**src/rtl/counter_pkg.sv**
```systemverilog
// Shared constants and helpers for the bounded counter family.
// Mode and direction encodings, plus the load-path clamp.
package counter_pkg;

  localparam int unsigned CALC_W = 64;

  localparam bit MODE_WRAP = 1'b1;
  localparam bit MODE_SAT  = 1'b0;

  localparam bit DIR_UP   = 1'b1;
  localparam bit DIR_DOWN = 1'b0;

  // Saturate a requested load value to the programmed upper bound.
  function automatic logic [CALC_W-1:0] clamp_to_max(input logic [CALC_W-1:0] value,
                                                     input logic [CALC_W-1:0] max);
    logic [CALC_W-1:0] res;
    res = (value > max) ? max : value;
    return res;
  endfunction

endpackage

```
**src/rtl/bounded_counter_if.sv**
```systemverilog
// Control/status bundle of a bounded counter.
// master drives the controls; slave is the counter itself.
interface bounded_counter_if #(
  parameter int unsigned N = 8
);

  logic         clr;
  logic         load_en;
  logic [N-1:0] init_count;
  logic         en;
  logic         up;
  logic [N-1:0] count;
  logic         tc;
  logic         cout;
  logic         ovf;

  modport master (
    output clr, load_en, init_count, en, up,
    input  count, tc, cout, ovf
  );

  modport slave (
    input  clr, load_en, init_count, en, up,
    output count, tc, cout, ovf
  );

endinterface

```
**src/rtl/bounded_counter.sv**
```systemverilog
// Up/down counter with programmable modulus, wrap or saturate at bounds,
// registered carry/borrow pulse and sticky overflow flag.
module bounded_counter
  import counter_pkg::*;
#(
  parameter int unsigned     N       = 8,
  parameter longint unsigned MAX_VAL = (64'd1 << N) - 64'd1,
  parameter bit              WRAP    = MODE_WRAP
) (
  input logic               clk,
  input logic               rst,
  bounded_counter_if.slave  bus
);

  localparam logic [N-1:0] MAX_C = N'(MAX_VAL);

  // A zero modulus or a bound that does not fit in N bits is a build error.
  if (MAX_VAL == 64'd0 || (N < 64 && MAX_VAL >= (64'd1 << N))) begin : g_bad_max
    $error("bounded_counter: MAX_VAL out of range for counter width");
  end

  logic [N-1:0] count_q, count_d;
  logic         cout_q, cout_d;
  logic         ovf_q, ovf_d;
  logic         tc_c;
  logic [N-1:0] load_val_c;

  assign tc_c = ((bus.up == DIR_UP)   && (count_q == MAX_C)) ||
                ((bus.up == DIR_DOWN) && (count_q == '0));

  assign load_val_c = N'(clamp_to_max(CALC_W'(bus.init_count), CALC_W'(MAX_C)));

  // Next state: clr > load_en > en; rst is applied in the register.
  always_comb begin
    count_d = count_q;
    cout_d  = 1'b0;
    ovf_d   = ovf_q;
    if (bus.clr) begin
      count_d = '0;
      ovf_d   = 1'b0;
    end else if (bus.load_en) begin
      count_d = load_val_c;
    end else if (bus.en) begin
      if (tc_c) begin
        cout_d = 1'b1;
        ovf_d  = 1'b1;
        if (WRAP == MODE_WRAP) begin
          count_d = (bus.up == DIR_UP) ? '0 : MAX_C;
        end
      end else if (bus.up == DIR_UP) begin
        count_d = count_q + N'(1);
      end else begin
        count_d = count_q - N'(1);
      end
    end
  end

  always_ff @(posedge clk) begin
    if (rst) begin
      count_q <= '0;
      cout_q  <= 1'b0;
      ovf_q   <= 1'b0;
    end else begin
      count_q <= count_d;
      cout_q  <= cout_d;
      ovf_q   <= ovf_d;
    end
  end

  assign bus.count = count_q;
  assign bus.tc    = tc_c;
  assign bus.cout  = cout_q;
  assign bus.ovf   = ovf_q;

endmodule

```
**src/flat_wrapper.sv**
```systemverilog
// flat-port wrapper written by rule: the top's interface ports become plain ports
module bounded_counter_flat import counter_pkg::*;
#(
  parameter int unsigned     N       = 8,
  parameter longint unsigned MAX_VAL = (64'd1 << N) - 64'd1,
  parameter bit              WRAP    = MODE_WRAP
)
  (clk, rst, bus_clr, bus_load_en, bus_init_count, bus_en, bus_up, bus_count, bus_tc, bus_cout, bus_ovf);
  bounded_counter_if #(.N(N)) bus_i ();
  input logic clk;
  input logic rst;
  input wire logic [$bits(bus_i.clr)-1:0] bus_clr;
  input wire logic [$bits(bus_i.load_en)-1:0] bus_load_en;
  input wire logic [$bits(bus_i.init_count)-1:0] bus_init_count;
  input wire logic [$bits(bus_i.en)-1:0] bus_en;
  input wire logic [$bits(bus_i.up)-1:0] bus_up;
  output wire logic [$bits(bus_i.count)-1:0] bus_count;
  output wire logic [$bits(bus_i.tc)-1:0] bus_tc;
  output wire logic [$bits(bus_i.cout)-1:0] bus_cout;
  output wire logic [$bits(bus_i.ovf)-1:0] bus_ovf;
  assign bus_i.clr = bus_clr;
  assign bus_i.load_en = bus_load_en;
  assign bus_i.init_count = bus_init_count;
  assign bus_i.en = bus_en;
  assign bus_i.up = bus_up;
  assign bus_count = bus_i.count;
  assign bus_tc = bus_i.tc;
  assign bus_cout = bus_i.cout;
  assign bus_ovf = bus_i.ovf;
  bounded_counter #(.N(N), .MAX_VAL(MAX_VAL), .WRAP(WRAP)) u_core (.clk(clk), .rst(rst), .bus(bus_i));
endmodule
```
**config.mk**
```make
export PLATFORM = sky130hd
export DESIGN_NAME = bounded_counter_flat
export DESIGN_NICKNAME = d
export VERILOG_FILES = /design/src/rtl/counter_pkg.sv /design/src/rtl/bounded_counter_if.sv /design/src/rtl/bounded_counter.sv /design/src/flat_wrapper.sv
export SDC_FILE = /design/constraint.sdc
export NUM_CORES = 1
export LEC_CHECK = 0
export CAP_MARGIN = 20
export CORE_AREA = 2 2 42 52
export DETAILED_ROUTE_END_ITERATION = 8
export DIE_AREA = 0 0 44 54
export GPL_TIMING_DRIVEN = 0
export PLACE_DENSITY = 0.75
export SYNTH_ARGS = -nofsm -noshare
export SYNTH_HDL_FRONTEND = slang
export SYNTH_SLANG_ARGS = --single-unit
```
**constraint.sdc**
```tcl
create_clock -name clk -period 2.1 [get_ports clk]
set_input_delay 0.525 -clock clk [delete_from_list [all_inputs] [get_ports clk]]
set_output_delay 0.525 -clock clk [all_outputs]
set_load 0.03 [all_outputs]
```
==> results.txt <==
highest-delay cell along the critical path = dfxtp_2
Std-Cell Core Area = 1940 sq um
WL/cell = 14.1 microns
pin count of the biggest net entering global routing = 11
grt ovf = 0
commonest non-fill, non-tap cells in the layout = clkdlybuf4s50_1, nor2_1, a21oi_1, nand2_1, dfxtp_2
global-route wire length before repair = 3320 microns
dpl ws = -0.863 ns
count of pins over their slew limit = 0
CTS Buf Count = 3
worst-path cell chain = nand4_1 -> or3_1 -> buf_4 -> nand2_2 -> buf_6
TritonCTS clock tree = done
Die X = 44 microns
post-synthesis instance total = 108
initial core utilization = 41.9%
Critical Path Stages = 5
ys flop type = dfxtp_1
Max Clock Skew = 0.00282 ns
register bit total from synthesis = 10
I/O pin total = 25
maximum vdd drop = 0.000236 V
total power = 0.568 mW
Crit. End Element = output port
data required time of the worst path = 1.57 ns
number of port buffers = 23
# nets final = 158
CP startpoint kind = flop
Arrival @ worst endpoint = 1.51 ns
share of cells above drive strength 1 = 19.3%
Final Critical Period = 2.03 ns
outcome = finished, final reports clean
Async SR Flop Fraction = 0%
# Max-Cap Violations = 0
Fmax = 492 MHz
Area Overhead vs Synth = 38.5%
PD cells = 505 nW/um^2
mapped cell area = 812 sq um
H-tree Lvls = 1
# clock sinks = 10
commonest non-fill, non-tap cell in the layout = clkdlybuf4s50_1
latest clock arrival within the worst-skew pair = 0.28 ns
area of the die = 2380 sq um
dpl hpwl = 1690 microns
Max clock buf depth = 2
RSZ-0062 raised after global routing = false
Final Cycle Share = 96.8%
Area contributors post-synth = dfxtp_1, ha_1, a21oi_1, nor2_1, xnor2_1
CP top delay family = simple AND/OR/NAND/NOR gates
Static Leak = 0.451 nW
Buf/Inv on CP = 2
initial antenna violation count = 0
Seq/Total Area, Yosys = 24.7%
Tot GR Track Use = 19.5%
Mean Syn Cell Area = 7.52 sq um
# rows = 18
vias per inst = 5.69
Hold Path Class = reg -> reg
Hold Path Depth = 2
R2R cell count = 6
First DRT Iteration DRCs = 15
Worst slew margin = 69.6%
diode count = 0
WHS = 0.469 ns
final hold violations = 0
Reg clk slew, reported paths = 0.07 ns
Post-synth EDFFs = 0
crit path setup slack, layout = 0.0672 ns
crit path max fanout = 8
Remaining DRCs = 0
DR pass1 iterations = 4
post-synth cell types = 35
Post-Route WL = 2190 microns
Detail Route Antenna Nets = 0
vias in the first global route = 815
CP max stage delay = 0.39 ns
CTS Root Cell = clkbuf_4
die height = 54 microns
Final setup viols = 0
GPL Wtd Cong = 0.802
Worst-Margin Slew = 0.456 ns
largest area contributor in the netlist = dfxtp_1
top-area cell type share of the netlist area = 24.7%
YS warnings = 0
total number of vias = 882
Synth Net Count = 129
Setup CP Type = reg -> out
-- worst register-to-register path, cell delays in order, from the launching register on --
cell       delay (ns)
dfxtp_2          0.38
fa_2             0.43
a211oi_1         0.24
o21ai_1          0.14
a21o_1           0.18
a31oi_1          0.21
a2111oi_2        0.05
-- routing by layer --
metal / wire, microns / GRT usage [%] / vias up
met4: 81 / 16.2 / 0
li1: - / - / 441
met3: 105 / 3.02 / 7
met5: 0 / 0 / -
met2: 1100 / 35.3 / 31
met1: 906 / 19.2 / 403
-- kinds of logic (layout without fill, tap and decap cells) --
| group | after synthesis | in the layout | share of synthesized area (%) |
|---|---|---|---|
| compound gates | 35 | 35 | 28.0 |
| xor+xnor | 6 | 6 | 6.47 |
| fa+ha+maj | 7 | 7 | 11.7 |
| buf+inv | 8 | 35 | 3.85 |
| flops | 10 | 10 | 24.7 |
| mux | 1 | 1 | 1.85 |
| simple gates | 41 | 41 | 23.4 |
-- cell type report --
class                      count  area (sq um)
sequential                    10           210
timing repair buffer          24           234
tap                           20          25.0
multi-input combinational     90           596
clock buffer                   3          22.5
inverter                       3          15.0
fill                         176           812
buffer                         5          22.5
-- flip-flops by register name, indices dropped and copies added, names as in the netlist --
signal	count
u_core.bus.count	8
u_core.bus.cout	1
u_core.bus.ovf	1
-- cells in the mapped netlist, types with 2 or more instances --
cell type,count
clkbuf_1,4
xnor2_1,5
a21o_1,3
inv_1,3
nor2_1,14
or2_2,2
dfxtp_1,10
a21oi_1,12
nand3_1,5
o21ai_1,3
a21oi_2,2
o21ai_0,6
ha_1,6
nor3_1,4
nand2_1,9
-- worst paths after layout --
path,startpoint,end,slack (ns)
worst max-delay path,u_core.bus.count[2],bus_tc,0.07
worst min-delay path,u_core.bus.ovf,u_core.bus.ovf,0.47
worst max register to register,u_core.bus.count[0],u_core.bus.count[6],0.35
worst min register to register,u_core.bus.ovf,u_core.bus.ovf,0.47
-- what timing repair did --
| item | CTS | global route |
|---|---|---|
| pin swaps | 0 | 0 |
| hold buffers | 0 | 0 |
| resized for setup | 12 | 13 |
| cloned | 0 | 0 |
| setup endpoints to repair | 6 | 2 |
| buffers inserted | 0 | 1 |
-- stage by stage --
stage          cells  setup TNS, ns  utilization [%]  cell area [sq um]
6_report         155              0             58.1               1120
5_1_grt          155              0             58.1               1120
4_1_cts          154              0             56.5               1090
3_5_place_dp     151          -3.22             55.1               1070
3_3_place_gp     151          -2.95             55.1               1070
2_1_floorplan    108              0                -                812
-- where the power goes --
group | switching [mW] | leakage, nW | internal [mW]
registers | 0.0149 | 0.0850 | 0.200
logic | 0.109 | 0.352 | 0.102
clock network | 0.0754 | 0.0138 | 0.0666
total | 0.200 | 0.451 | 0.369
(Power assumes the default switching activity.)
